$ cat config.mk
export PLATFORM = sky130hd
export DESIGN_NAME = bus_dest_regs
export DESIGN_NICKNAME = d
export VERILOG_FILES = /design/src/rtl/bus_codes_pkg.sv /design/src/rtl/bus_dest_decoder.sv /design/src/rtl/bus_dest_regs.sv
export SDC_FILE = /design/constraint.sdc
export NUM_CORES = 1
export LEC_CHECK = 0
export CORE_AREA = 8 8 274 276
export DETAILED_ROUTE_END_ITERATION = 8
export DIE_AREA = 0 0 282 284
export DONT_BUFFER_PORTS = 1
export GPL_ROUTABILITY_DRIVEN = 0
export PLACE_DENSITY = 0.5
export SLEW_MARGIN = 20
export SYNTH_ARGS = -nofsm -noshare
export SYNTH_HDL_FRONTEND = slang
export SYNTH_HIERARCHICAL = 1
export SYNTH_SLANG_ARGS = --single-unit
$ cat constraint.sdc
create_clock -name clk -period 29.6 [get_ports clk]
set_input_delay 7.4 -clock clk [delete_from_list [all_inputs] [get_ports clk]]
set_output_delay 7.4 -clock clk [all_outputs]
set_load 0.02 [all_outputs]
$ cat src/rtl/bus_codes_pkg.sv
// Shared bus code table.
// Source-select and destination codes use the same 5-bit encoding, so both
// sides of the bus import this package. Also holds the pair-write FSM state
// encoding used by the destination register block.
package bus_codes_pkg;

    localparam int CODE_W   = 5;
    localparam int NUM_DEST = 24;  // codes 0..23 have a slot; 24..31 are illegal

    localparam logic [CODE_W-1:0] CODE_R0   = 5'd0;
    localparam logic [CODE_W-1:0] CODE_R15  = 5'd15;
    localparam logic [CODE_W-1:0] CODE_HI   = 5'd16;
    localparam logic [CODE_W-1:0] CODE_LO   = 5'd17;
    localparam logic [CODE_W-1:0] CODE_ZHI  = 5'd18;
    localparam logic [CODE_W-1:0] CODE_ZLO  = 5'd19;
    localparam logic [CODE_W-1:0] CODE_PC   = 5'd20;
    localparam logic [CODE_W-1:0] CODE_MDR  = 5'd21;
    localparam logic [CODE_W-1:0] CODE_PORT = 5'd22;
    localparam logic [CODE_W-1:0] CODE_SIGN = 5'd23;

    typedef enum logic {
        ST_IDLE    = 1'b0,
        ST_PAIR_LO = 1'b1
    } pair_state_t;

endpackage

$ cat src/rtl/bus_dest_decoder.sv
// Destination code decoder.
// Turns a 5-bit bus code into a one-hot load enable over the 24 code slots.
// Read-only codes (ZHI, ZLO, SIGN) and illegal codes (24..31) produce no
// enable and raise ro_or_illegal instead.
// Ports:
//   code          in   CODE_W     destination code
//   ld_en         out  NUM_DEST   one-hot load enable, bit n = code n
//   ro_or_illegal out  1          code cannot be written
module bus_dest_decoder
    import bus_codes_pkg::*;
(
    input  logic [CODE_W-1:0]   code,
    output logic [NUM_DEST-1:0] ld_en,
    output logic                ro_or_illegal
);

    always_comb begin
        ld_en         = '0;
        ro_or_illegal = 1'b0;
        case (code)
            CODE_ZHI, CODE_ZLO, CODE_SIGN: ro_or_illegal = 1'b1;
            default: begin
                if (code[4:3] == 2'b11) begin
                    ro_or_illegal = 1'b1;
                end else begin
                    ld_en = {{(NUM_DEST-1){1'b0}}, 1'b1} << code;
                end
            end
        endcase
    end

endmodule

$ cat src/rtl/bus_dest_regs.sv
// Write side of the internal datapath bus.
// Captures bus_in into the register named by wr_dest and drives all writable
// registers back out as bus sources. Supports a two-beat HI/LO pair write for
// 64-bit mul/div results and a PC auto-increment.
// Ports:
//   clk, clr       clock, asynchronous active-high reset
//   bus_in         data to capture
//   wr_dest        destination code
//   wr_valid       write request; accepted when wr_valid & wr_ready
//   wr_pair        with wr_dest=HI, opens a HI/LO pair write
//   wr_ready       ~hold
//   hold           memory owns MDR, stalls all writes
//   pc_inc         increment PC (a bus write to PC takes priority)
//   rf_q           R0..R15 flattened, R(n) = rf_q[n*WIDTH +: WIDTH]
//   hi_q, lo_q, pc_q, mdr_q, port_q   register outputs
//   pair_pend      HI beat taken, LO beat outstanding
//   wr_err         one-cycle pulse after an accepted read-only/illegal write
module bus_dest_regs
    import bus_codes_pkg::*;
#(
    parameter int               WIDTH    = 32,
    parameter logic [WIDTH-1:0] RESET_PC = '0,
    parameter bit               R0_ZERO  = 1'b1
) (
    input  logic                clk,
    input  logic                clr,
    input  logic [WIDTH-1:0]    bus_in,
    input  logic [CODE_W-1:0]   wr_dest,
    input  logic                wr_valid,
    input  logic                wr_pair,
    output logic                wr_ready,
    input  logic                hold,
    input  logic                pc_inc,
    output logic [16*WIDTH-1:0] rf_q,
    output logic [WIDTH-1:0]    hi_q,
    output logic [WIDTH-1:0]    lo_q,
    output logic [WIDTH-1:0]    pc_q,
    output logic [WIDTH-1:0]    mdr_q,
    output logic [WIDTH-1:0]    port_q,
    output logic                pair_pend,
    output logic                wr_err
);

    // Dropping code 0 at the enable level keeps R0 at its reset value of 0.
    localparam logic [NUM_DEST-1:0] R0_MASK =
        R0_ZERO ? {{(NUM_DEST-1){1'b0}}, 1'b1} : '0;

    logic [WIDTH-1:0]    rf [16];
    logic [WIDTH-1:0]    hi, lo, pc, mdr, port;
    pair_state_t         state, state_d;
    logic                err_d;
    logic                accept;
    logic [NUM_DEST-1:0] dec_ld;
    logic                dec_ro;
    logic [NUM_DEST-1:0] ld_en;
    logic                unused_ro_bits;

    bus_dest_decoder u_dec (
        .code          (wr_dest),
        .ld_en         (dec_ld),
        .ro_or_illegal (dec_ro)
    );

    assign wr_ready = ~hold;
    assign accept   = wr_valid & ~hold;

    // Read-only slots never carry an enable; sink them.
    assign unused_ro_bits = ^{ld_en[CODE_ZHI], ld_en[CODE_ZLO], ld_en[CODE_SIGN]};

    // Pair FSM and load-enable selection. In PAIR_LO the accepted beat goes
    // to LO regardless of wr_dest/wr_pair, and never reports an error.
    always_comb begin
        state_d = state;
        ld_en   = '0;
        err_d   = 1'b0;
        if (accept) begin
            if (state == ST_PAIR_LO) begin
                ld_en[CODE_LO] = 1'b1;
                state_d        = ST_IDLE;
            end else begin
                ld_en = dec_ld & ~R0_MASK;
                err_d = dec_ro;
                if (wr_pair && (wr_dest == CODE_HI)) begin
                    state_d = ST_PAIR_LO;
                end
            end
        end
    end

    always_ff @(posedge clk or posedge clr) begin
        if (clr) begin
            for (int i = 0; i < 16; i++) rf[i] <= '0;
            hi     <= '0;
            lo     <= '0;
            pc     <= RESET_PC;
            mdr    <= '0;
            port   <= '0;
            state  <= ST_IDLE;
            wr_err <= 1'b0;
        end else begin
            for (int i = 0; i < 16; i++) begin
                if (ld_en[i]) rf[i] <= bus_in;
            end
            if (ld_en[CODE_HI])   hi   <= bus_in;
            if (ld_en[CODE_LO])   lo   <= bus_in;
            if (ld_en[CODE_MDR])  mdr  <= bus_in;
            if (ld_en[CODE_PORT]) port <= bus_in;
            // Bus write beats increment; addition wraps modulo 2^WIDTH.
            if (ld_en[CODE_PC])   pc   <= bus_in;
            else if (pc_inc)      pc   <= pc + 1'b1;
            state  <= state_d;
            wr_err <= err_d;
        end
    end

    for (genvar n = 0; n < 16; n++) begin : g_rf_out
        if (R0_ZERO && n == 0) begin : g_zero
            assign rf_q[n*WIDTH +: WIDTH] = '0;
        end else begin : g_reg
            assign rf_q[n*WIDTH +: WIDTH] = rf[n];
        end
    end

    assign hi_q      = hi;
    assign lo_q      = lo;
    assign pc_q      = pc;
    assign mdr_q     = mdr;
    assign port_q    = port;
    assign pair_pend = (state == ST_PAIR_LO);

endmodule

==> flow_metrics.tcl <==
set metrics [dict create \
    outcome "completed" \
    endpoint_kind "output port" \
    drt_iter0_drc 697 \
    synthesis.area_sq_um 25280 \
    clock-sinks 642 \
    required_ns 22.20 \
    period_share 0.5048 \
    cts_buffers 72 \
    ff2ff_setup_slack_ns 26.60 \
    ys_warn_count 6 \
    slew_headroom 0.2615 \
    max_stage_delay_ns 0.14 \
    fin_ws_ns 14.66 \
    wirelength_um 82950 \
    rsz0062_at_grt "no" \
    p_leak_uw 0.01329 \
    start_kind "primary input" \
    vias 13500 \
    core_sq_um 70750 \
    worstReg2RegStart "pair_pend" \
    insertion_delay_ns 0.60 \
    drt-vias-per-instance 5.188 \
    cts_tree "done" \
    worstHoldPathType "flip-flop to flip-flop" \
    final_cell_count_no_fill 2602 \
    grt-ovfl-total 0 \
    fp.dieH_um 284 \
    placed_cell_area_sq_um 25680 \
    cts_hold_repair.buffers 0 \
    cp_data_arrival_time_ns 7.54 \
    reg2reg_depth 4 \
    timing.fmax_mhz 66.93 \
    antenna_found_initial 8 \
    fin_nets 1642 \
    row_count 98 \
    portBuffers 0 \
    cp_slowest_cell "inv_1" \
    critPathMaxFanout 2 \
    wl_met1_um 29270 \
    dr_wl_met2_um 42650 \
    wl_met3_um 8560 \
    cts_resized 0 \
    slew_viol_final 0 \
    final_cell_mix "dfrtp_1, mux2_2, clkbuf_16, nor2_1, mux2_1" \
    final_common_cell "dfrtp_1" \
    grt_max_degree 171 \
    syn_to_final_growth_pct 10.99 \
    drtPass1Iterations 4 \
    worstMarginPinSlew_ns 1.108 \
    die_area_sq_um 80090 \
    hp-start "rf_q[173]" \
    design_area_sq_um 28060 \
    grt_usage 0.2006 \
    wl_per_cell_um 31.88 \
    io_pins 718 \
    path_clk_slew_ns 0.06 \
    cts_max_path_buffers 3 \
    cp_top_family "buffers and inverters" \
    htreeDepth 3 \
    hold_path_depth 1 \
    pwr_density_cell_nw_per_um2 83.24 \
    place_inst 2473 \
    start_util 0.3573 \
    grt_pass1_vias 14160 \
    critPathKind "primary input to output port" \
    hold_end "rf_q[173]" \
    drc 0 \
    fin_skew_ns 0.02922 \
    drive_gt1_frac 0.4400 \
    vdd_drop_max_mv 0.04415 \
    startpoint "hold" \
    finalSetupTns_ns 0 \
    worstPathCellList "inv_1" \
    grt_pass1_wl_um 116100 \
    avgSynthCellArea_sq_um 15.22 \
    cts_setup_buffers 0 \
    postRouteAntennaNets 0 \
    preCtsSetupSlack_ns 14.66 \
    finalCriticalPeriod_ns 14.94 \
    path_buf_inv 1 \
    rr_endpoint "rf_q[233]" \
    setup_viol 0 \
    finalHoldViolCount 0 \
    synthesis.instances 1661 \
    drv_cap 0 \
    root_buffer "clkbuf_16" \
    dpl.hpwl_um 56650 \
    top_layer "met4" \
    die_w_um 282 \
]
## area by class of cell
| class | count | area [sq um] |
|---|---|---|
| flip-flops and latches | 642 | 16070 |
| multi-input cells | 858 | 8267 |
| clock inverters | 22 | 229.0 |
| well taps | 950 | 1189 |
| clock buffers | 104 | 2102 |
| fillers | 6698 | 42690 |
| diodes | 2 | 5.005 |
| inverters | 6 | 30.03 |
| repair buffers | 18 | 171.4 |
## metal layers
| layer | up-vias | global-route usage |
|---|---|---|
| met2 | 554 | 0.3512 |
| met5 | - | 0 |
| met1 | 7316 | 0.2201 |
| met4 | 0 | 0.06546 |
| li1 | 5502 | - |
| met3 | 128 | 0.07891 |
## power by group
part	switching (uW)	internal, uW	leakage [uW]	total (uW)
Clock	357	521	0.00115	877
Sequential	299	1000	0.00849	1300
Combinational	63.6	94.6	0.00365	158
Total	719	1620	0.0133	2340
## flip-flops by register name, summed over array words and instances, names as in the netlist
register	flops
wr_err	1
lo_q	32
pc_q	32
pair_pend	1
port_q	32
mdr_q	32
hi_q	32
rf_q	480
## worst max-delay path by stage
stage / end / slack, ns / cells after the start
3_3_place_gp: wr_ready / 14.64 / 1
2_1_floorplan: hi_q[0] / 4.21 / 1
6_report: wr_ready / 14.66 / 1
3_5_place_dp: wr_ready / 14.66 / 1
5_1_grt: wr_ready / 14.66 / 1
4_1_cts: wr_ready / 14.66 / 1
## stage by stage
step / hold slack, ns / utilization / power [uW]
after floorplan: 0.6095 / - / 1395
after global placement: 0.6303 / 0.3630 / 1473
after detailed placement: 0.6369 / 0.3630 / 1482
after CTS: 0.6505 / 0.3960 / 2371
after global routing: 0.6638 / 0.3965 / 2430
final: 0.6482 / 0.3966 / 2336
No activity file was read; power rests on OpenSTA's default activity.
